--- config.mk ---
export PLATFORM = sky130hd
export DESIGN_NAME = seq_burst_monitor
export DESIGN_NICKNAME = d
export VERILOG_FILES = /design/src/rtl/seq_burst_monitor.sv
export SDC_FILE = /design/constraint.sdc
export NUM_CORES = 1
export LEC_CHECK = 0
export CAP_MARGIN = 20
export CORE_MARGIN = 4
export CORE_UTILIZATION = 40
export CTS_BUF_LIST = sky130_fd_sc_hd__clkbuf_4
export DETAILED_ROUTE_END_ITERATION = 10
export GPL_ROUTABILITY_DRIVEN = 0
export MAX_ROUTING_LAYER = met4
export PLACE_DENSITY = 0.67
export SKIP_LAST_GASP = 1
export SLEW_MARGIN = 20
export SYNTH_ARGS = -nofsm -noshare
export SYNTH_HDL_FRONTEND = slang
export SYNTH_SLANG_ARGS = --single-unit
export TNS_END_PERCENT = 20
--- constraint.sdc ---
create_clock -name clk -period 6.6 [get_ports clk]
set_input_delay 1.32 -clock clk [delete_from_list [all_inputs] [get_ports clk]]
set_output_delay 1.32 -clock clk [all_outputs]
set_load 0.005 [all_outputs]
--- src/rtl/seq_burst_monitor.sv ---
// Captures one burst of 16-bit samples while `sequencing` is high. On the falling
// edge of `sequencing` it reports length, min, max, sum, first/last and ramp/overrun flags.
module seq_burst_monitor #(
  parameter int MAX_LEN    = 1024,
  parameter bit CHECK_RAMP = 1'b1,
  parameter int LEN_W      = $clog2(MAX_LEN + 1)
) (
  input  logic               clk,
  input  logic               rst,
  input  logic               sequencing,
  input  logic [15:0]        smpl_in,
  output logic               busy,
  output logic               burst_done,
  output logic [LEN_W-1:0]   burst_len,
  output logic [15:0]        smpl_min,
  output logic [15:0]        smpl_max,
  output logic [16+LEN_W-1:0] smpl_sum,
  output logic [15:0]        first_smpl,
  output logic [15:0]        last_smpl,
  output logic               ramp_err,
  output logic               overrun
);

  localparam int SUM_W = 16 + LEN_W;

  typedef enum logic [1:0] {IDLE = 2'd0, CAPTURE = 2'd1, REPORT = 2'd2} state_t;

  state_t             state_q, state_d;
  logic [LEN_W-1:0]   cnt_q, cnt_d;
  logic [15:0]        min_q, min_d, max_q, max_d;
  logic [15:0]        first_q, first_d, last_q, last_d;
  logic [SUM_W-1:0]   sum_q, sum_d;
  logic               ramp_q, ramp_d, ovr_q, ovr_d;

  logic [LEN_W-1:0]   res_len_q, res_len_d;
  logic [15:0]        res_min_q, res_min_d, res_max_q, res_max_d;
  logic [15:0]        res_first_q, res_first_d, res_last_q, res_last_d;
  logic [SUM_W-1:0]   res_sum_q, res_sum_d;
  logic               res_ramp_q, res_ramp_d, res_ovr_q, res_ovr_d;
  logic               done_q, done_d;

  function automatic logic [15:0] umin(input logic [15:0] a, input logic [15:0] b);
    return (a < b) ? a : b;
  endfunction

  function automatic logic [15:0] umax(input logic [15:0] a, input logic [15:0] b);
    return (a > b) ? a : b;
  endfunction

  // A wrap from 0xFFFF to 0x0000 counts as a valid increment.
  function automatic logic ramp_break(input logic [15:0] prev, input logic [15:0] cur);
    logic [15:0] nxt;
    nxt = prev + 16'd1;
    return CHECK_RAMP && (cur != nxt);
  endfunction

  always_comb begin
    state_d     = state_q;
    cnt_d       = cnt_q;
    min_d       = min_q;
    max_d       = max_q;
    first_d     = first_q;
    last_d      = last_q;
    sum_d       = sum_q;
    ramp_d      = ramp_q;
    ovr_d       = ovr_q;
    res_len_d   = res_len_q;
    res_min_d   = res_min_q;
    res_max_d   = res_max_q;
    res_first_d = res_first_q;
    res_last_d  = res_last_q;
    res_sum_d   = res_sum_q;
    res_ramp_d  = res_ramp_q;
    res_ovr_d   = res_ovr_q;
    done_d      = 1'b0;

    case (state_q)
      CAPTURE: begin
        if (sequencing) begin
          if (cnt_q < LEN_W'(MAX_LEN)) begin
            cnt_d  = cnt_q + LEN_W'(1);
            min_d  = umin(min_q, smpl_in);
            max_d  = umax(max_q, smpl_in);
            sum_d  = sum_q + SUM_W'(smpl_in);
            last_d = smpl_in;
            if (ramp_break(last_q, smpl_in)) ramp_d = 1'b1;
          end else begin
            ovr_d = 1'b1;
          end
        end else begin
          state_d     = REPORT;
          res_len_d   = cnt_q;
          res_min_d   = min_q;
          res_max_d   = max_q;
          res_first_d = first_q;
          res_last_d  = last_q;
          res_sum_d   = sum_q;
          res_ramp_d  = ramp_q;
          res_ovr_d   = ovr_q;
          done_d      = 1'b1;
        end
      end
      default: begin
        // IDLE and REPORT both start a new burst on the first high sample.
        if (sequencing) begin
          state_d = CAPTURE;
          cnt_d   = LEN_W'(1);
          min_d   = smpl_in;
          max_d   = smpl_in;
          first_d = smpl_in;
          last_d  = smpl_in;
          sum_d   = SUM_W'(smpl_in);
          ramp_d  = 1'b0;
          ovr_d   = 1'b0;
        end else begin
          state_d = IDLE;
        end
      end
    endcase
  end

  always_ff @(posedge clk or posedge rst) begin
    if (rst) begin
      state_q     <= IDLE;
      cnt_q       <= '0;
      min_q       <= '0;
      max_q       <= '0;
      first_q     <= '0;
      last_q      <= '0;
      sum_q       <= '0;
      ramp_q      <= 1'b0;
      ovr_q       <= 1'b0;
      res_len_q   <= '0;
      res_min_q   <= '0;
      res_max_q   <= '0;
      res_first_q <= '0;
      res_last_q  <= '0;
      res_sum_q   <= '0;
      res_ramp_q  <= 1'b0;
      res_ovr_q   <= 1'b0;
      done_q      <= 1'b0;
    end else begin
      state_q     <= state_d;
      cnt_q       <= cnt_d;
      min_q       <= min_d;
      max_q       <= max_d;
      first_q     <= first_d;
      last_q      <= last_d;
      sum_q       <= sum_d;
      ramp_q      <= ramp_d;
      ovr_q       <= ovr_d;
      res_len_q   <= res_len_d;
      res_min_q   <= res_min_d;
      res_max_q   <= res_max_d;
      res_first_q <= res_first_d;
      res_last_q  <= res_last_d;
      res_sum_q   <= res_sum_d;
      res_ramp_q  <= res_ramp_d;
      res_ovr_q   <= res_ovr_d;
      done_q      <= done_d;
    end
  end

  assign busy       = (state_q == CAPTURE);
  assign burst_done = done_q;
  assign burst_len  = res_len_q;
  assign smpl_min   = res_min_q;
  assign smpl_max   = res_max_q;
  assign smpl_sum   = res_sum_q;
  assign first_smpl = res_first_q;
  assign last_smpl  = res_last_q;
  assign ramp_err   = res_ramp_q;
  assign overrun    = res_ovr_q;

endmodule

==> flow_summary.rst <==
.. list-table::
   :header-rows: 1

   * - Metric
     - Value
   * - Fin crit share
     - 0.6172
   * - Most frequently used flop master after synthesis
     - sky130_fd_sc_hd__dfrtp_1
   * - Power density over the cells
     - about 320 nW/µm²
   * - Global route total overflow
     - 0
   * - Hold slack
     - 0.4745 ns
   * - Rel. slew slack
     - 0.3499
   * - Largest vdd supply drop
     - 172.3 µV
   * - H-tree lvl count
     - 2
   * - Final layout net count
     - 1090
   * - Switching part of the total power
     - 0.3024
   * - Reg-to-reg slack, setup
     - around 3.8 ns
   * - Total of endpoints with negative setup slack in the final report
     - 0
   * - Count of hold buffers inserted by post-cts repair
     - 0
   * - Routed length on met1
     - between 10000 and 15000 µm
   * - Share of flip-flops with an asynchronous set or reset after synthesis
     - 1.000
   * - Global-route wire length before repair
     - around 42000 µm
   * - Number of instances in the placed design
     - between 1000 and 1500
   * - Floorplan Core Area
     - ~24000 µm²
   * - Post-synth cell types
     - 57
   * - Slew @ Worst Pin
     - 0.9751 ns
   * - Vias
     - about 7300
   * - Post-route minimum period
     - about 4.1 ns
   * - Req. time, crit path
     - between 7 and 8 ns
   * - Critical path peak fanout
     - 16
   * - Net count of the mapped netlist
     - ~930
   * - Max layer used
     - met4
   * - Slowest stage cell on the critical path
     - sky130_fd_sc_hd__clkdlybuf4s50_1
   * - Comb power frac
     - 0.268
   * - DIE HEIGHT
     - around 170 µm
   * - Final std cells w/o fill
     - approximately 1400
   * - Switching power
     - 0.001195 W
   * - Number of synthesized flops with an enable pin
     - 0
   * - Total count of max-transition violations in the final report
     - 0
   * - CTS tree
     - done
   * - Post-layout util
     - 0.5062
   * - Pin count of the biggest net entering global routing
     - 150
   * - I/O pins
     - 125
   * - Cell-internal power
     - ~0.0028 W
   * - Largest incremental delay on the critical path
     - between 0.7 and 0.8 ns
   * - Clock latency on the worst-skew pair
     - slightly below 0.7 ns
   * - Worst clock skew
     - just under 0.05 ns
   * - Number of standard-cell rows in the floorplan
     - 57
   * - Crit Path Class
     - primary input to flop
   * - Worst path cell trace
     - clkdlybuf4s50_1 > inv_1 > ha_1 > a21o_1 > a211oi_1 > o21ai_1 > o2111ai_1 > a21oi_1 > a21oi_2 > mux2_1
   * - Area taken by multi-input logic gates
     - between 4000 and 5000 µm²
   * - Maximum clock frequency
     - ~250 MHz
   * - Sequential Power Share
     - 0.443
   * - Number of global-route vias before repair
     - about 8000
   * - Global-route total usage across every layer
     - 0.1917
   * - Total power of the final layout
     - slightly below 0.004 W
   * - Met2 wire length
     - ~11000 µm
   * - Post-CTS setup buffer count
     - 0
   * - Setup TNS
     - 0 ns
   * - Sink Count
     - 211
   * - Run status
     - finished clean
   * - Post-synthesis sequential area ratio
     - 0.5279
   * - Total Routed Length
     - ~25000 µm
   * - Number of DRC markers after the initial detailed-route iteration
     - 573
   * - Cell with the most instances after synthesis
     - sky130_fd_sc_hd__dfrtp_1
   * - Proportion of layout cells with a drive suffix above 1
     - 0.2051
   * - Path type of the worst min-delay path
     - flop to flop
   * - Leakage power
     - 5.483 nW
   * - PortBufs
     - approximately 120
   * - Met3 layer wire length in the routed design
     - around 1100 µm
   * - Endpoint class of the critical path
     - flop
   * - Category of the worst setup path launch point
     - primary input
   * - First-pass iteration count of the detailed router
     - 5
   * - Warnings from Yosys
     - 0
   * - Number of resized instances in the post-cts repair step
     - 0
   * - Biggest area consumer among synthesized cells
     - sky130_fd_sc_hd__dfrtp_1
   * - Die W
     - around 170 µm
   * - Area overhead of the layout relative to synthesis
     - 23.79%
   * - Unrepaired setup endpoints after global routing
     - no
   * - Clock-pin transition on the worst setup and hold timing paths
     - around 0.060 ns
   * - Synth cell count leaders
     - sky130_fd_sc_hd__dfrtp_1, sky130_fd_sc_hd__mux2_2, sky130_fd_sc_hd__nand2_1
   * - Signal arrival time at the worst endpoint
     - about 4.6 ns
   * - Flop and latch count out of synthesis
     - about 210
   * - HPWL reported at the end of detailed placement
     - about 18000 µm
   * - Cells after Synth
     - 858
   * - Syn avg cell area
     - 11.66 µm²
   * - Share of the synthesized area in the top cell type
     - 0.5279
   * - Die footprint
     - between 20000 and 30000 µm²
   * - ANT nets after route
     - 0
   * - Footprint of the flip-flops and latches
     - ~5300 µm²
   * - Initial core utilization
     - 0.4089
   * - Maximum clock insertion buffer count
     - 3
   * - Largest cells by area after synthesis
     - sky130_fd_sc_hd__dfrtp_1, sky130_fd_sc_hd__mux2_2, sky130_fd_sc_hd__ha_1
   * - Clock root cell
     - sky130_fd_sc_hd__clkbuf_4
   * - Inserted Clock Buffers
     - between 50 and 60
   * - Number of max-cap violations
     - 0
   * - Layout fillers
     - approximately 2200
   * - Syn Std Cell Area
     - 10000 µm²
   * - Via-to-Cell Ratio
     - 5.245
   * - Number of antenna violations at the first check in global routing
     - 1
   * - Share of power burned in the clock network
     - 0.290
   * - Final Hold Vio Count
     - 0
   * - Residual DRC count
     - 0
   * - Wire length per cell after detailed routing
     - 18.06 µm
-- state kept, by name, summed over array words and instances, names as in the netlist, 2 cells and up --
name	count
sum_q	27
max_q	16
last_q	16
min_q	16
state_q	2
first_smpl	16
burst_len	11
smpl_max	16
smpl_min	16
cnt_q	11
first_q	16
smpl_sum	27
last_smpl	16
-- worst max-delay path: cells and delay by family --
| kind | cells | cell delay, ns |
|---|---|---|
| fa+ha+maj | 1 | 0.37 |
| compound gates | 6 | 1.48 |
| mux | 1 | 0.40 |
| buf+inv | 2 | 1.00 |
-- per-stage QoR --
| stage | setup WS, ns | area (µm²) |
|---|---|---|
| 3_5_place_dp | 1.890 | 11630 |
| 2_1_floorplan | 2.538 | 10010 |
| 6_report | 2.526 | 12380 |
| 5_1_grt | 2.441 | 12380 |
| 3_3_place_gp | 1.928 | 11630 |
| 4_1_cts | 2.577 | 12350 |
-- layer usage --
metal	vias up	global-route usage
met5	-	-
met4	0	0.05560
met3	53	0.03380
met2	209	0.2910
met1	3613	0.2663
li1	3431	-
-- final timing paths --
kind | cells after the start | start | end
worst max-delay path | 10 | smpl_in[9] | min_q[15]
worst min-delay path | 2 | first_q[13] | first_q[13]
worst max register to register | 7 | state_q[1] | min_q[15]
worst min register to register | 2 | first_q[13] | first_q[13]
max in group asynchronous | 3 | rst | smpl_max[4]
min in group asynchronous | 3 | rst | smpl_sum[17]
-- power by group through the flow --
stage / registers [W] / clock network (W) / logic, W
after global placement: 0.00177 / 0 / 0.00104
after floorplan: 0.00172 / 0 / 0.000570
after CTS: 0.00175 / 0.00118 / 0.00107
final: 0.00175 / 0.00114 / 0.00106
after global routing: 0.00179 / 0.00125 / 0.00117
after detailed placement: 0.00177 / 0 / 0.00106
-- area by class of cell --
class,count,share of cell area
antenna,1,0.0002021
clock buffer,73,0.04426
clock inverter,32,0.01415
inverter,25,0.007882
multi-input combinational,591,0.3642
sequential,211,0.4264
tap,324,0.03274
timing repair buffer,136,0.1101
-- placed cells by master (no fill, tap or decap), types with 6 or more instances in the layout --
cell,n
sky130_fd_sc_hd__nand4_1,16
sky130_fd_sc_hd__nand2_1,77
sky130_fd_sc_hd__o21ai_1,18
sky130_fd_sc_hd__mux2_1,23
sky130_fd_sc_hd__buf_4,10
sky130_fd_sc_hd__o21ai_0,35
sky130_fd_sc_hd__xor2_1,21
sky130_fd_sc_hd__clkdlybuf4s50_1,124
sky130_fd_sc_hd__ha_1,49
sky130_fd_sc_hd__clkinv_1,26
sky130_fd_sc_hd__dfrtp_1,211
sky130_fd_sc_hd__a21oi_1,42
sky130_fd_sc_hd__nor2_1,45
sky130_fd_sc_hd__xnor2_1,31
sky130_fd_sc_hd__mux2_2,113
sky130_fd_sc_hd__inv_1,22
sky130_fd_sc_hd__and3_1,16
sky130_fd_sc_hd__nand3_1,21
sky130_fd_sc_hd__nor3_1,7
sky130_fd_sc_hd__a211oi_1,6
sky130_fd_sc_hd__clkbuf_4,73
-- logic make-up (layout without fill, tap and decap cells) --
| family | count (synthesis) | in the layout | synth area share |
|---|---|---|---|
| adders and majority gates | 50 | 50 | 0.06330 |
| DFF | 211 | 211 | 0.5279 |
| muxes | 137 | 137 | 0.1541 |
| xor gates and xnor gates | 52 | 52 | 0.04553 |
| AOI/OAI and AO/OA | 144 | 144 | 0.08644 |
| buffers and inverters | 56 | 266 | 0.02314 |
| and+or+nand+nor | 208 | 208 | 0.09958 |
| other | 0 | 1 | 0 |
Power figures use the tool's default switching activity.
==> variant, RTL diff (config.mk and constraints unchanged) <==
Add an input register stage for `sequencing` and `smpl_in`, cleared by the reset; this delays them by one clock.
--- a/src/rtl/seq_burst_monitor.sv
+++ b/src/rtl/seq_burst_monitor.sv
@@ -24,6 +24,19 @@
   localparam int SUM_W = 16 + LEN_W;
 
   typedef enum logic [1:0] {IDLE = 2'd0, CAPTURE = 2'd1, REPORT = 2'd2} state_t;
+
+  logic sequencing_q;
+  logic [15:0] smpl_q;
+
+  always_ff @(posedge clk or posedge rst) begin
+    if (rst) begin
+      sequencing_q <= '0;
+      smpl_q       <= '0;
+    end else begin
+      sequencing_q <= sequencing;
+      smpl_q       <= smpl_in;
+    end
+  end
 
   state_t             state_q, state_d;
   logic [LEN_W-1:0]   cnt_q, cnt_d;
@@ -76,14 +89,14 @@
 
     case (state_q)
       CAPTURE: begin
-        if (sequencing) begin
+        if (sequencing_q) begin
           if (cnt_q < LEN_W'(MAX_LEN)) begin
             cnt_d  = cnt_q + LEN_W'(1);
-            min_d  = umin(min_q, smpl_in);
-            max_d  = umax(max_q, smpl_in);
-            sum_d  = sum_q + SUM_W'(smpl_in);
-            last_d = smpl_in;
-            if (ramp_break(last_q, smpl_in)) ramp_d = 1'b1;
+            min_d  = umin(min_q, smpl_q);
+            max_d  = umax(max_q, smpl_q);
+            sum_d  = sum_q + SUM_W'(smpl_q);
+            last_d = smpl_q;
+            if (ramp_break(last_q, smpl_q)) ramp_d = 1'b1;
           end else begin
             ovr_d = 1'b1;
           end
@@ -102,14 +115,14 @@
       end
       default: begin
         // IDLE and REPORT both start a new burst on the first high sample.
-        if (sequencing) begin
+        if (sequencing_q) begin
           state_d = CAPTURE;
           cnt_d   = LEN_W'(1);
-          min_d   = smpl_in;
-          max_d   = smpl_in;
-          first_d = smpl_in;
-          last_d  = smpl_in;
-          sum_d   = SUM_W'(smpl_in);
+          min_d   = smpl_q;
+          max_d   = smpl_q;
+          first_d = smpl_q;
+          last_d  = smpl_q;
+          sum_d   = SUM_W'(smpl_q);
           ramp_d  = 1'b0;
           ovr_d   = 1'b0;
         end else begin
Behaviour: not the same (Yosys sat finds a counterexample within 4 cycles, from zero or initial values and one cycle with rst high).
==> variant against the original RTL <==
Wire length shrank 1.3%. First-iteration DRC count decreased by 37%. Sequential cell count increased by 17. Power increased by 2.3%. Setup slack better by 0.15 ns. Synthesized area grew 5.0%. Sequential share of layout area up 2.3 points. Highest routed layer unchanged. Count of clock-buffer cells in the layout rose by 1. Final area up 2.6%.
==> variant: results (changes against the original RTL) <==
The logs give 3.31 ns (+1.42 ns) for the worst-case setup slack after placement and 7667 (-1.6%) for the via count of the first global-routing pass. For the count of distinct cell types in the synthesized netlist, the log shows 60 (+5.3%). The final period demand of the worst path was 3.92 ns (-0.154 ns).

The tools report the leakage component of the power as 5.63 nW (+2.6%). The area of placed instances came out at 12100 sq um (+4.1%). The routed wire length per instance is 17.8 um (-1.3%), and the share of post-route cells with drive strength above 1 is 22.7% (+2.2 points). For the largest clock skew in the final design, the log shows 0.0256 ns (-0.0228 ns).

Critical-path maximum fanout: 21 (+5). The largest net degree at the start of global routing is 139 (-7.3%), and the cell count after synthesis is 877 (+2.2%). The synthesized net count was 946 (+2.0%); the number of standard cells in the final layout excluding fillers was 1394 (+0.072%). The total number of nets in the final design was 1104 (+1.3%). The flow ran to the end, and the final reports show no timing, DRC or antenna violations. Number of cells after detailed placement: 1311 (+1.9%). The count of TritonRoute iterations in the first routing pass came out at 4 (-1).

Total clock buffers created by CTS: 57 (+1.8%). By area the synthesized netlist is led by dfrtp_1 54%, mux2_2 15%, ha_1 5.8%. The global-route wire length before repair came out at 40800 um (-3.1%). The average vias per placed instance is 5.25 (+0.16%), and the first-iteration detailed-routing DRC count is 361 (-37%). The placed wire-length estimate is 17400 um (-1.4%), and the maximum vdd ir drop is 0.131 mV (-24%).

The tools report the sequential-to-total area share from yosys stat as 54.3% (+1.5 points). The worst path arrival time was 2.60 ns (-1.98 ns). The global-route usage over all layers was 18.0% (-1.2 points). The layout filler cell count is 2369 (+6.8%).
## variant: changes by cell type after synthesis, moves of 8 or more
| cell | unedited run | this run |
|---|---|---|
| and3_1 | 16 | 6 |
| dfrtp_1 | 211 | 228 |
| mux2_1 | 23 | 0 |
| mux2_2 | 113 | 136 |
| o21ai_0 | 35 | 56 |
| o21ai_1 | 19 | 4 |
| or3_1 | 0 | 9 |
| xnor2_1 | 31 | 23 |
## variant: critical path: stages, from the launching register on
cell and delay, ns:
dfrtp_1 0.35, nand2b_1 0.52, inv_2 0.47, clkdlybuf4s50_1 0.60
## variant: where the power goes
part,switching [mW],internal (mW)
clock,0.515,0.508
combinational,0.449,0.665
sequential,0.228,1.68
total,1.19,2.85
## variant: kinds of logic (layout without fill, tap and decap cells)
group | count (synthesis) | after routing | synth area share (%)
flops | 228 | 228 | 54.3
buf+inv | 61 | 242 | 2.36
compound gates | 152 | 152 | 9.36
other cells | 0 | 1 | 0
xor+xnor | 39 | 39 | 3.25
fa+ha+maj | 50 | 50 | 6.03
mux | 143 | 143 | 15.2
simple gates | 204 | 204 | 9.46
## variant: per-layer routing
metal  up-vias  global-route usage, %  share of wire, %
met1      3618                   25.5                48
met5         -                      -                 0
met4         0                   5.87               2.2
li1       3464                      -                 -
met2       197                   26.0                44
met3        44                   3.76               5.5
## variant: layout make-up
type	instances	area, sq um	share of cell area [%]
clock inverter	8	33.8	0.266
sequential	228	5710	44.9
inverter	28	109	0.857
tap	335	419	3.30
antenna	1	2.50	0.0197
multi-input combinational	588	4560	35.9
clock buffer	74	556	4.37
timing repair buffer	132	1310	10.3
## variant: worst paths after layout
| check | start | endpoint | depth (start not counted) |
|---|---|---|---|
| setup / recovery | state_q[1] | busy | 3 |
| hold / removal | first_q[3] | first_q[3] | 2 |
| setup reg to reg | smpl_q[10] | max_q[10] | 8 |
| hold reg to reg | first_q[3] | first_q[3] | 2 |
| max in group asynchronous | rst | smpl_min[9] | 3 |
| min in group asynchronous | rst | burst_done | 2 |
## variant: through the flow
step	power (mW)	hold slack, ns
2_1_floorplan	2.49	0.441
3_3_place_gp	3.03	0.459
3_5_place_dp	3.05	0.470
4_1_cts	4.11	0.483
5_1_grt	4.33	0.504
6_report	4.04	0.477
